**config.mk**
```make
export PLATFORM = sky130hd
export DESIGN_NAME = mem_ctrl_flat
export DESIGN_NICKNAME = d
export VERILOG_FILES = /design/src/rtl/mem_ctrl_if.sv /design/src/rtl/mem_ctrl.sv /design/src/flat_wrapper.sv
export SDC_FILE = /design/constraint.sdc
export NUM_CORES = 1
export LEC_CHECK = 0
export ABC_AREA = 1
export CAP_MARGIN = 20
export CORE_MARGIN = 5
export CORE_UTILIZATION = 45
export CTS_CLUSTER_DIAMETER = 80
export DETAILED_ROUTE_END_ITERATION = 6
export HOLD_SLACK_MARGIN = 0.06
export PLACE_DENSITY_LB_ADDON = 0.3
export SYNTH_ARGS = -nofsm -noshare
export SYNTH_HDL_FRONTEND = slang
export SYNTH_SLANG_ARGS = --single-unit
```
**constraint.sdc**
```tcl
create_clock -name clk -period 5.47 [get_ports clk]
set_input_delay 1.641 -clock clk [delete_from_list [all_inputs] [get_ports clk]]
set_output_delay 1.641 -clock clk [all_outputs]
set_load 0.02 [all_outputs]
```
**src/rtl/mem_ctrl_if.sv**
```systemverilog
// rtl/mem_ctrl_if.sv - fetch port, data port and memory-side bus of mem_ctrl
interface mem_ctrl_if;
    logic        f_req;
    logic [15:0] f_addr;
    logic        f_ack;
    logic        f_rvalid;

    logic        d_req;
    logic        d_we;
    logic [15:0] d_addr;
    logic [15:0] d_wdata;
    logic        d_ack;
    logic        d_rvalid;
    logic        d_done;

    logic [15:0] rdata;

    logic [1:0]  mem_mode;
    logic [15:0] mem_addr;
    logic [15:0] mem_din;
    logic [15:0] mem_dout;

    modport slave (
        input  f_req, f_addr, d_req, d_we, d_addr, d_wdata, mem_dout,
        output f_ack, f_rvalid, d_ack, d_rvalid, d_done, rdata,
               mem_mode, mem_addr, mem_din
    );

    modport master (
        output f_req, f_addr, d_req, d_we, d_addr, d_wdata, mem_dout,
        input  f_ack, f_rvalid, d_ack, d_rvalid, d_done, rdata,
               mem_mode, mem_addr, mem_din
    );
endinterface

```
**src/rtl/mem_ctrl.sv**
```systemverilog
// rtl/mem_ctrl.sv - fetch/data arbiter and sequencer for a synchronous 16-bit word memory
module mem_ctrl #(
    parameter int FETCH_MAX = 4
) (
    input  logic       clk,
    input  logic       rstn,
    mem_ctrl_if.slave  bus
);

    localparam logic [1:0] MODE_NONE  = 2'b00;
    localparam logic [1:0] MODE_IN    = 2'b01;
    localparam logic [1:0] MODE_OUT   = 2'b10;
    localparam logic [2:0] STARVE_MAX = 3'(FETCH_MAX);

    typedef enum logic [1:0] {IDLE, RD, RCAP, WR} state_t;

    state_t      state;
    state_t      next_state;
    logic [2:0]  starve_cnt;
    logic        txn_fetch;
    logic        fetch_win;
    logic        data_win;
    logic        f_ack;
    logic        d_ack;
    logic [1:0]  mode_next;
    logic [1:0]  mem_mode;
    logic [15:0] mem_addr;
    logic [15:0] mem_din;
    logic [15:0] rdata;
    logic        f_rvalid;
    logic        d_rvalid;
    logic        d_done;

    // Data has priority unless fetch has been passed over FETCH_MAX times in a row.
    assign fetch_win = bus.f_req & (~bus.d_req | (starve_cnt == STARVE_MAX));
    assign data_win  = bus.d_req & ~fetch_win;

    always_ff @(posedge clk or negedge rstn) begin
        if (!rstn) begin
            state <= IDLE;
        end else begin
            state <= next_state;
        end
    end

    always_comb begin
        next_state = state;
        case (state)
            IDLE: begin
                if (fetch_win) begin
                    next_state = RD;
                end else if (data_win) begin
                    next_state = bus.d_we ? WR : RD;
                end
            end
            RD:      next_state = RCAP;
            RCAP:    next_state = IDLE;
            WR:      next_state = IDLE;
            default: next_state = IDLE;
        endcase
    end

    // Acks are masked by rstn so nothing is accepted while reset is held.
    always_comb begin
        f_ack     = 1'b0;
        d_ack     = 1'b0;
        mode_next = MODE_NONE;
        if (rstn && state == IDLE) begin
            f_ack = fetch_win;
            d_ack = data_win;
        end
        case (next_state)
            RD:      mode_next = MODE_OUT;
            WR:      mode_next = MODE_IN;
            default: mode_next = MODE_NONE;
        endcase
    end

    always_ff @(posedge clk or negedge rstn) begin
        if (!rstn) begin
            mem_mode   <= MODE_NONE;
            mem_addr   <= '0;
            mem_din    <= '0;
            rdata      <= '0;
            f_rvalid   <= 1'b0;
            d_rvalid   <= 1'b0;
            d_done     <= 1'b0;
            txn_fetch  <= 1'b0;
            starve_cnt <= '0;
        end else begin
            mem_mode <= mode_next;
            f_rvalid <= (state == RCAP) &  txn_fetch;
            d_rvalid <= (state == RCAP) & ~txn_fetch;
            d_done   <= (state == WR);

            if (state == RCAP) begin
                rdata <= bus.mem_dout;
            end

            if (f_ack) begin
                mem_addr  <= bus.f_addr;
                txn_fetch <= 1'b1;
            end else if (d_ack) begin
                mem_addr  <= bus.d_addr;
                mem_din   <= bus.d_wdata;
                txn_fetch <= 1'b0;
            end

            if (state == IDLE) begin
                if (f_ack || !bus.f_req) begin
                    starve_cnt <= '0;
                end else if (d_ack && starve_cnt != STARVE_MAX) begin
                    starve_cnt <= starve_cnt + 3'd1;
                end
            end
        end
    end

    assign bus.f_ack    = f_ack;
    assign bus.d_ack    = d_ack;
    assign bus.f_rvalid = f_rvalid;
    assign bus.d_rvalid = d_rvalid;
    assign bus.d_done   = d_done;
    assign bus.rdata    = rdata;
    assign bus.mem_mode = mem_mode;
    assign bus.mem_addr = mem_addr;
    assign bus.mem_din  = mem_din;

endmodule

```
**src/flat_wrapper.sv**
```systemverilog
// flat-port wrapper written by rule: the top's interface ports become plain ports
module mem_ctrl_flat 
#(
    parameter int FETCH_MAX = 4
)
  (clk, rstn, bus_f_req, bus_f_addr, bus_d_req, bus_d_we, bus_d_addr, bus_d_wdata, bus_mem_dout, bus_f_ack, bus_f_rvalid, bus_d_ack, bus_d_rvalid, bus_d_done, bus_rdata, bus_mem_mode, bus_mem_addr, bus_mem_din);
  mem_ctrl_if bus_i ();
  input  logic clk;
  input  logic rstn;
  input wire logic [$bits(bus_i.f_req)-1:0] bus_f_req;
  input wire logic [$bits(bus_i.f_addr)-1:0] bus_f_addr;
  input wire logic [$bits(bus_i.d_req)-1:0] bus_d_req;
  input wire logic [$bits(bus_i.d_we)-1:0] bus_d_we;
  input wire logic [$bits(bus_i.d_addr)-1:0] bus_d_addr;
  input wire logic [$bits(bus_i.d_wdata)-1:0] bus_d_wdata;
  input wire logic [$bits(bus_i.mem_dout)-1:0] bus_mem_dout;
  output wire logic [$bits(bus_i.f_ack)-1:0] bus_f_ack;
  output wire logic [$bits(bus_i.f_rvalid)-1:0] bus_f_rvalid;
  output wire logic [$bits(bus_i.d_ack)-1:0] bus_d_ack;
  output wire logic [$bits(bus_i.d_rvalid)-1:0] bus_d_rvalid;
  output wire logic [$bits(bus_i.d_done)-1:0] bus_d_done;
  output wire logic [$bits(bus_i.rdata)-1:0] bus_rdata;
  output wire logic [$bits(bus_i.mem_mode)-1:0] bus_mem_mode;
  output wire logic [$bits(bus_i.mem_addr)-1:0] bus_mem_addr;
  output wire logic [$bits(bus_i.mem_din)-1:0] bus_mem_din;
  assign bus_i.f_req = bus_f_req;
  assign bus_i.f_addr = bus_f_addr;
  assign bus_i.d_req = bus_d_req;
  assign bus_i.d_we = bus_d_we;
  assign bus_i.d_addr = bus_d_addr;
  assign bus_i.d_wdata = bus_d_wdata;
  assign bus_i.mem_dout = bus_mem_dout;
  assign bus_f_ack = bus_i.f_ack;
  assign bus_f_rvalid = bus_i.f_rvalid;
  assign bus_d_ack = bus_i.d_ack;
  assign bus_d_rvalid = bus_i.d_rvalid;
  assign bus_d_done = bus_i.d_done;
  assign bus_rdata = bus_i.rdata;
  assign bus_mem_mode = bus_i.mem_mode;
  assign bus_mem_addr = bus_i.mem_addr;
  assign bus_mem_din = bus_i.mem_din;
  mem_ctrl #(.FETCH_MAX(FETCH_MAX)) u_core (.clk(clk), .rstn(rstn), .bus(bus_i));
endmodule
```
==> results of run 1 <==
[placed cells by master, fill, tap and decap left out, types with 2 or more instances in the layout]
master and n:
a21oi_4 2, nand4_1 3, clkdlybuf4s50_1 122, mux2_2 16
buf_4 3, inv_1 28, dfrtp_1 59, clkbuf_8 11
inv_2 2, nand2_2 2, ha_1 2, nand3_1 32
o21ai_1 5, nor2_1 6, o21ai_0 14, nand2_1 72
nand2_4 3, o21bai_1 16
[power by group]
part           internal (uW)  switching [uW]
combinational            509             563
sequential               638             104
clock                    183             153
[state kept, by name, summed over array words and instances, names as in the netlist]
signal and count:
u_core.bus.d_rvalid 1, u_core.bus.mem_mode 2, u_core.bus.mem_din 16, u_core.starve_cnt 3, u_core.bus.d_done 1, u_core.state 2
u_core.txn_fetch 1, u_core.bus.rdata 16, u_core.bus.mem_addr 16, u_core.bus.f_rvalid 1
[stage by stage]
step                      total power, uW  cells
after floorplan                      1319    279
after global placement               1805    469
after detailed placement             1832    469
after CTS                            2177    483
after global routing                 2297    483
final                                2150    483
[how the worst max path moves through the flow]
| stage | cells past startpoint | to | startpoint |
|---|---|---|---|
| after floorplan | 5 | bus_d_ack | bus_d_req |
| after global placement | 6 | bus_d_ack | bus_d_req |
| after detailed placement | 6 | bus_d_ack | bus_d_req |
| after CTS | 6 | bus_d_ack | bus_d_req |
| after global routing | 6 | bus_d_ack | bus_d_req |
| final | 6 | bus_d_ack | bus_d_req |
[critical path: cells and delay by family]
kind | cells | cell delay, ps
buffers and inverters | 2 | 1300
AND/OR/NAND/NOR | 4 | 580
[logic make-up after synthesis]
| family | after synthesis |
|---|---|
| fa+ha+maj | 2 |
| simple gates | 121 |
| xor+xnor | 1 |
| buf+inv | 42 |
| compound gates | 38 |
| mux | 16 |
| flops | 59 |
[layer usage]
layer	track usage	share of wire	up-vias
met5	0	0	-
met2	0.3075	0.49	75
met1	0.2357	0.42	1073
met4	0.06555	0.0096	0
met3	0.04636	0.076	6
li1	-	-	1152
[area by class of cell]
| cell class | instances | area share |
|---|---|---|
| tap | 75 | 0.02277 |
| inverter | 31 | 0.02884 |
| clock buffer | 12 | 0.03764 |
| multi-input combinational | 178 | 0.2465 |
| clock inverter | 2 | 0.003036 |
| sequential | 59 | 0.3582 |
| timing repair buffer | 126 | 0.3030 |
==> flow_metrics.env, run 1 <==
export IMPL_status="finished clean"
export IMPL_synth_top_flop_cell="dfrtp_1"
export IMPL_ys_warnings_count=0
export IMPL_place_congestion=0.7477
export IMPL_fin_hold_ws_ps=427.8
export IMPL_synth_fa_ha_area_frac=0.009298
export IMPL_synth_top_family_by_area="simple AND/OR/NAND/NOR gates"
export IMPL_synthMuxAreaShare=0.06695
export IMPL_synth_cell_types=25
export IMPL_reg2reg_from="u_core.state[0]$_DFF_PN0_"
export IMPL_core_area_mm2=0.005851
export IMPL_holdPathStages=1
export IMPL_hold_buffers=0
export IMPL_cp_arrival_ps=3540
export IMPL_rows=28
export IMPL_grt_pass1_vias=2387
export IMPL_fp_dieH_um=87.34
export IMPL_fin_tns_setup_ps=0
export IMPL_leakage_uw=0.001921
export IMPL_htreeDepth=3
export IMPL_layout_drive_gt1_share=0.1103
export IMPL_finalInstanceArea_mm2=0.004121
export IMPL_yosys_area_share_simple=0.2041
export IMPL_avgRoutedWirePerCell_um=13.96
export IMPL_drcViolationCount=0
export IMPL_max_cap_violations=0
export IMPL_drtIter0Drc=78
export IMPL_yosysTopAreaCellShare=0.5486
export IMPL_fin_crit_ps=5176
export IMPL_fmax_ghz=0.1932
export IMPL_syn_to_final_growth_pct=53.14
export IMPL_worstPathCellList="clkdlybuf4s50_1 > nand2_2 > nand2_4 > nand2_4 > nor2_8 > clkdlybuf4s50_1"
export IMPL_seq_area_mm2=0.001476
export IMPL_totalWireLength_um=6744
export IMPL_netlist_area_mm2=0.002691
export IMPL_synth_xor_area_frac=0.003254
export IMPL_yosysSeqAreaShare=0.5486
export IMPL_path_max_fanout=19
export IMPL_r2r_cells=6
export IMPL_grt_setup_unrepaired="false"
export IMPL_synth_compound_area_frac=0.09391
export IMPL_r2r_setup_slack_ps=3540
export IMPL_timing_rr_end="u_core.bus.mem_addr[0]$_DFFE_PN0P_"
export IMPL_vias=2306
export IMPL_slowest_delay_ps=650
export IMPL_fin_crit_sh=0.9463
export IMPL_fin_skew_ps=4.610
export IMPL_clock_latency_ps=320
export IMPL_cp_required_ps=3830
export IMPL_syn_area_per_cell_um2=9.646
export IMPL_yosysMostFrequentCell="nand2_1"
export IMPL_pre_cts_ws_ps=294.7
export IMPL_setup_viol_count_final=0
export IMPL_die_area_mm2=0.007627
export IMPL_critPathLaunchType="primary input"
export IMPL_post_cts_resized=0
export IMPL_io_buffers=123
export IMPL_setup_ws_ps=293.9
export IMPL_root_buffer="clkbuf_8"
export IMPL_min_to="u_core.bus.d_rvalid$_DFF_PN0_"
export IMPL_grt_max_degree=61
export IMPL_cts_sinks=59
export IMPL_placed_cell_area_mm2=0.003954
export IMPL_dpl_hpwl_um=4920
export IMPL_synth_commonest_cells="nand2_1, dfrtp_1, nand3_1, inv_1"
export IMPL_cts_setup_buffers=0
export IMPL_clockBufferDepth=2
export IMPL_cts_inserted_buffers=9
export IMPL_fillers=463
export IMPL_grt_usage=0.1857
export IMPL_grt_pass1_wl_um=11120
export IMPL_synth_edf_count=0
export IMPL_start_util=0.4600
export IMPL_antenna_cells=0
export IMPL_p_per_area_mw_per_mm2=521.7
export IMPL_ys_seq_elements=59
export IMPL_multi_input_area_mm2=0.001016
export IMPL_final_max_slew_violation_count=0
export IMPL_cts_tree="yes"
export IMPL_hp_start="u_core.txn_fetch$_DFFE_PN0P_"
export IMPL_netlist_instances=279
export IMPL_overflow=0
export IMPL_postSynth_asyncResetShare=1.000
export IMPL_clkTransAtPathRegs_ps=60
export IMPL_vias_per_cell=4.774
export IMPL_io_pins=124
export IMPL_path_class="primary input to primary output"
export IMPL_relSlewSlack=0.5052
export IMPL_worstSetupEndpointType="primary output"
export IMPL_yosysTopAreaCell="dfrtp_1"
export IMPL_synth_nets=350
export IMPL_vdd_drop_max_mv=0.2705
export IMPL_utilization=0.7044
export IMPL_hp_class="flip-flop to flip-flop"
export IMPL_die_w_um=87.34
export IMPL_drt_pre_antenna_iters=4
export IMPL_antenna_found_initial=0
export IMPL_synth_area_top_cells="dfrtp_1, nand2_1, mux2_2"
export IMPL_nets=476
export IMPL_tightest_slew_ps=742.2
export IMPL_hold_violations=0
export IMPL_slowest_stage="clkdlybuf4s50_1"
export IMPL_postRouteAntennaNets=0
No activity file was read; power rests on OpenSTA's default activity.
==> run 2, diff against run 1 <==
--- a/config.mk
+++ b/config.mk
@@ -12,7 +12,7 @@
 export CTS_CLUSTER_DIAMETER = 80
 export DETAILED_ROUTE_END_ITERATION = 6
 export HOLD_SLACK_MARGIN = 0.06
-export PLACE_DENSITY_LB_ADDON = 0.3
+export PLACE_DENSITY = 0.93
 export SYNTH_ARGS = -nofsm -noshare
 export SYNTH_HDL_FRONTEND = slang
 export SYNTH_SLANG_ARGS = --single-unit
==> run 2 against run 1 <==
Net effect: clock power increased by 18%; clock skew rose by 8.2 ps; sequential power up 0.5%; clock-buffer cell count stayed put; combinational power is essentially flat; critical path depth stayed put; critical path type unchanged; largest power group unchanged; highest routed layer unchanged.
==> flow_metrics.env, run 2 (synthesis gave the netlist of run 1 again) <==
export IMPL_slowest_delay_ps=660
export IMPL_clkTransAtPathRegs_ps=60
export IMPL_biggestRegsByFlops="u_core.bus.mem_addr x16, u_core.bus.mem_din x16, u_core.bus.rdata x16"
export IMPL_gr_usage_met3=0.05109
export IMPL_r2r_cells=6
export IMPL_placed_cells=469
export IMPL_cp_top_family="buffers and inverters"
export IMPL_cp_required_ps=3830
export IMPL_fin_crit_ps=5154
export IMPL_io_pins=124
export IMPL_path_max_fanout=19
export IMPL_combPwrFrac=0.486
export IMPL_grt_usage=0.1952
export IMPL_critPathLaunchType="primary input"
export IMPL_die_w_um=87.34
export IMPL_core_area_mm2=0.005851
export IMPL_met2_usage=0.3486
export IMPL_hold_buffers=0
export IMPL_drcViolationCount=0
export IMPL_hp_class="flip-flop to flip-flop"
export IMPL_cts_inserted_buffers=9
export IMPL_grt_setup_unrepaired="false"
export IMPL_hold_violations=0
export IMPL_clockBufferDepth=2
export IMPL_die_area_mm2=0.007627
export IMPL_postRouteAntennaNets=0
export IMPL_seqPwrFrac=0.335
export IMPL_fmax_ghz=0.1940
export IMPL_cts_tree="yes"
export IMPL_drt_pre_antenna_iters=5
export IMPL_fin_crit_sh=0.9422
export IMPL_p_sw_frac=0.3785
export IMPL_top_usage_layer="met2"
export IMPL_layout_drive_gt1_share=0.1146
export IMPL_path_buf_inv=2
export IMPL_fin_tns_setup_ps=0
export IMPL_post_cts_resized=0
export IMPL_vias_per_cell=4.905
export IMPL_htreeDepth=3
export IMPL_fp_dieH_um=87.34
export IMPL_dpl_hpwl_um=5219
export IMPL_tightest_slew_ps=742.1
export IMPL_max_cap_violations=0
export IMPL_p_per_area_mw_per_mm2=535.0
export IMPL_path_class="primary input to primary output"
export IMPL_path_depth=6
export IMPL_syn_to_final_growth_pct=54.49
export IMPL_nets=476
export IMPL_avgRoutedWirePerCell_um=15.04
export IMPL_vdd_drop_max_mv=0.3027
export IMPL_clkPwrFrac=0.179
export IMPL_rows=28
export IMPL_grtUsageMet1=0.2251
export IMPL_antenna_found_initial=0
export IMPL_worstSetupEndpointType="primary output"
export IMPL_grt_max_degree=61
export IMPL_cts_sinks=59
export IMPL_slowest_stage="clkdlybuf4s50_1"
export IMPL_status="finished clean"
export IMPL_fin_skew_ps=12.86
export IMPL_holdPathStages=1
export IMPL_final_max_slew_violation_count=0
export IMPL_switchingPower_uw=841.8
export IMPL_vias=2379
export IMPL_clock_latency_ps=330
export IMPL_drtIter0Drc=99
export IMPL_final_common_cell="clkdlybuf4s50_1"
export IMPL_finalPower_uw=2224
export IMPL_relSlewSlack=0.5053
export IMPL_layout_common_cells="clkdlybuf4s50_1, nand2_1, dfrtp_1"
export IMPL_io_buffers=123
export IMPL_grt_pass1_vias=2469
export IMPL_setup_viol_count_final=0
export IMPL_start_util=0.4600
export IMPL_cts_setup_buffers=0
export IMPL_leakage_uw=0.001943
export IMPL_totalWireLength_um=7292
export IMPL_place_congestion=0.7314
export IMPL_worstPathCellList="clkdlybuf4s50_1 > nand2_2 > nand2_4 > nand2_4 > nor2_8 > clkdlybuf4s50_1"
export IMPL_antenna_cells=0
export IMPL_grt_pass1_wl_um=11560
export IMPL_p_int_uw=1382
export IMPL_final_cells=485
export IMPL_overflow=0
export IMPL_root_buffer="clkbuf_8"
export IMPL_cp_arrival_ps=3510
==> run 2: path summary, 6_finish.rpt <==
kind / start / end / slack [ps]
max reg2reg: u_core.state[0]$_DFF_PN0_ / u_core.bus.mem_addr[15]$_DFFE_PN0P_ / 3570
min in group asynchronous: rstn / u_core.bus.mem_addr[1]$_DFFE_PN0P_ / 1520
max: bus_d_req / bus_d_ack / 320
min reg2reg: u_core.txn_fetch$_DFFE_PN0P_ / u_core.bus.d_rvalid$_DFF_PN0_ / 420
min: u_core.txn_fetch$_DFFE_PN0P_ / u_core.bus.d_rvalid$_DFF_PN0_ / 420
max in group asynchronous: rstn / u_core.bus.mem_addr[8]$_DFFE_PN0P_ / 3440
==> run 2: worst reg2reg max path: cells and delay by family (launching register included) <==
family	cells	cell delay, ps
buffers and inverters	1	190
DFF	1	410
and+or+nand+nor	4	660
AOI/OAI and AO/OA	1	530
==> run 2: cell type report <==
class	instances	area, um2
clock buffer	12	155.1
clock inverter	4	48.80
multi-input combinational	178	1016
tap	75	93.84
fill	450	1693
inverter	31	118.9
timing repair buffer	126	1249
sequential	59	1476
==> run 2: metal layers <==
layer | routed length, um | share of wire
met1 | 2870 | 0.39
met5 | 0 | 0
met4 | 82 | 0.011
met3 | 562 | 0.077
met2 | 3776 | 0.52
==> run 2: through the flow <==
stage | cell area [um2] | setup WS [ps] | hold WS, ps | util
global placement | 3954 | 350.5 | 415.4 | 0.6758
CTS | 4158 | 299.5 | 417.1 | 0.7107
finish | 4158 | 316.3 | 420.0 | 0.7107
detailed placement | 3954 | 320.7 | 414.3 | 0.6758
floorplan | 2691 | 1650 | 403.2 | -
global route | 4158 | 226.8 | 449.8 | 0.7107
==> run 2: power groups by stage <==
| stage | logic [uW] | clock network [uW] | registers, uW |
|---|---|---|---|
| detailed placement | 1080 | 0 | 750 |
| finish | 1080 | 398 | 746 |
| CTS | 1090 | 406 | 746 |
| floorplan | 350 | 0 | 970 |
| global placement | 1060 | 0 | 738 |
| global route | 1160 | 422 | 773 |
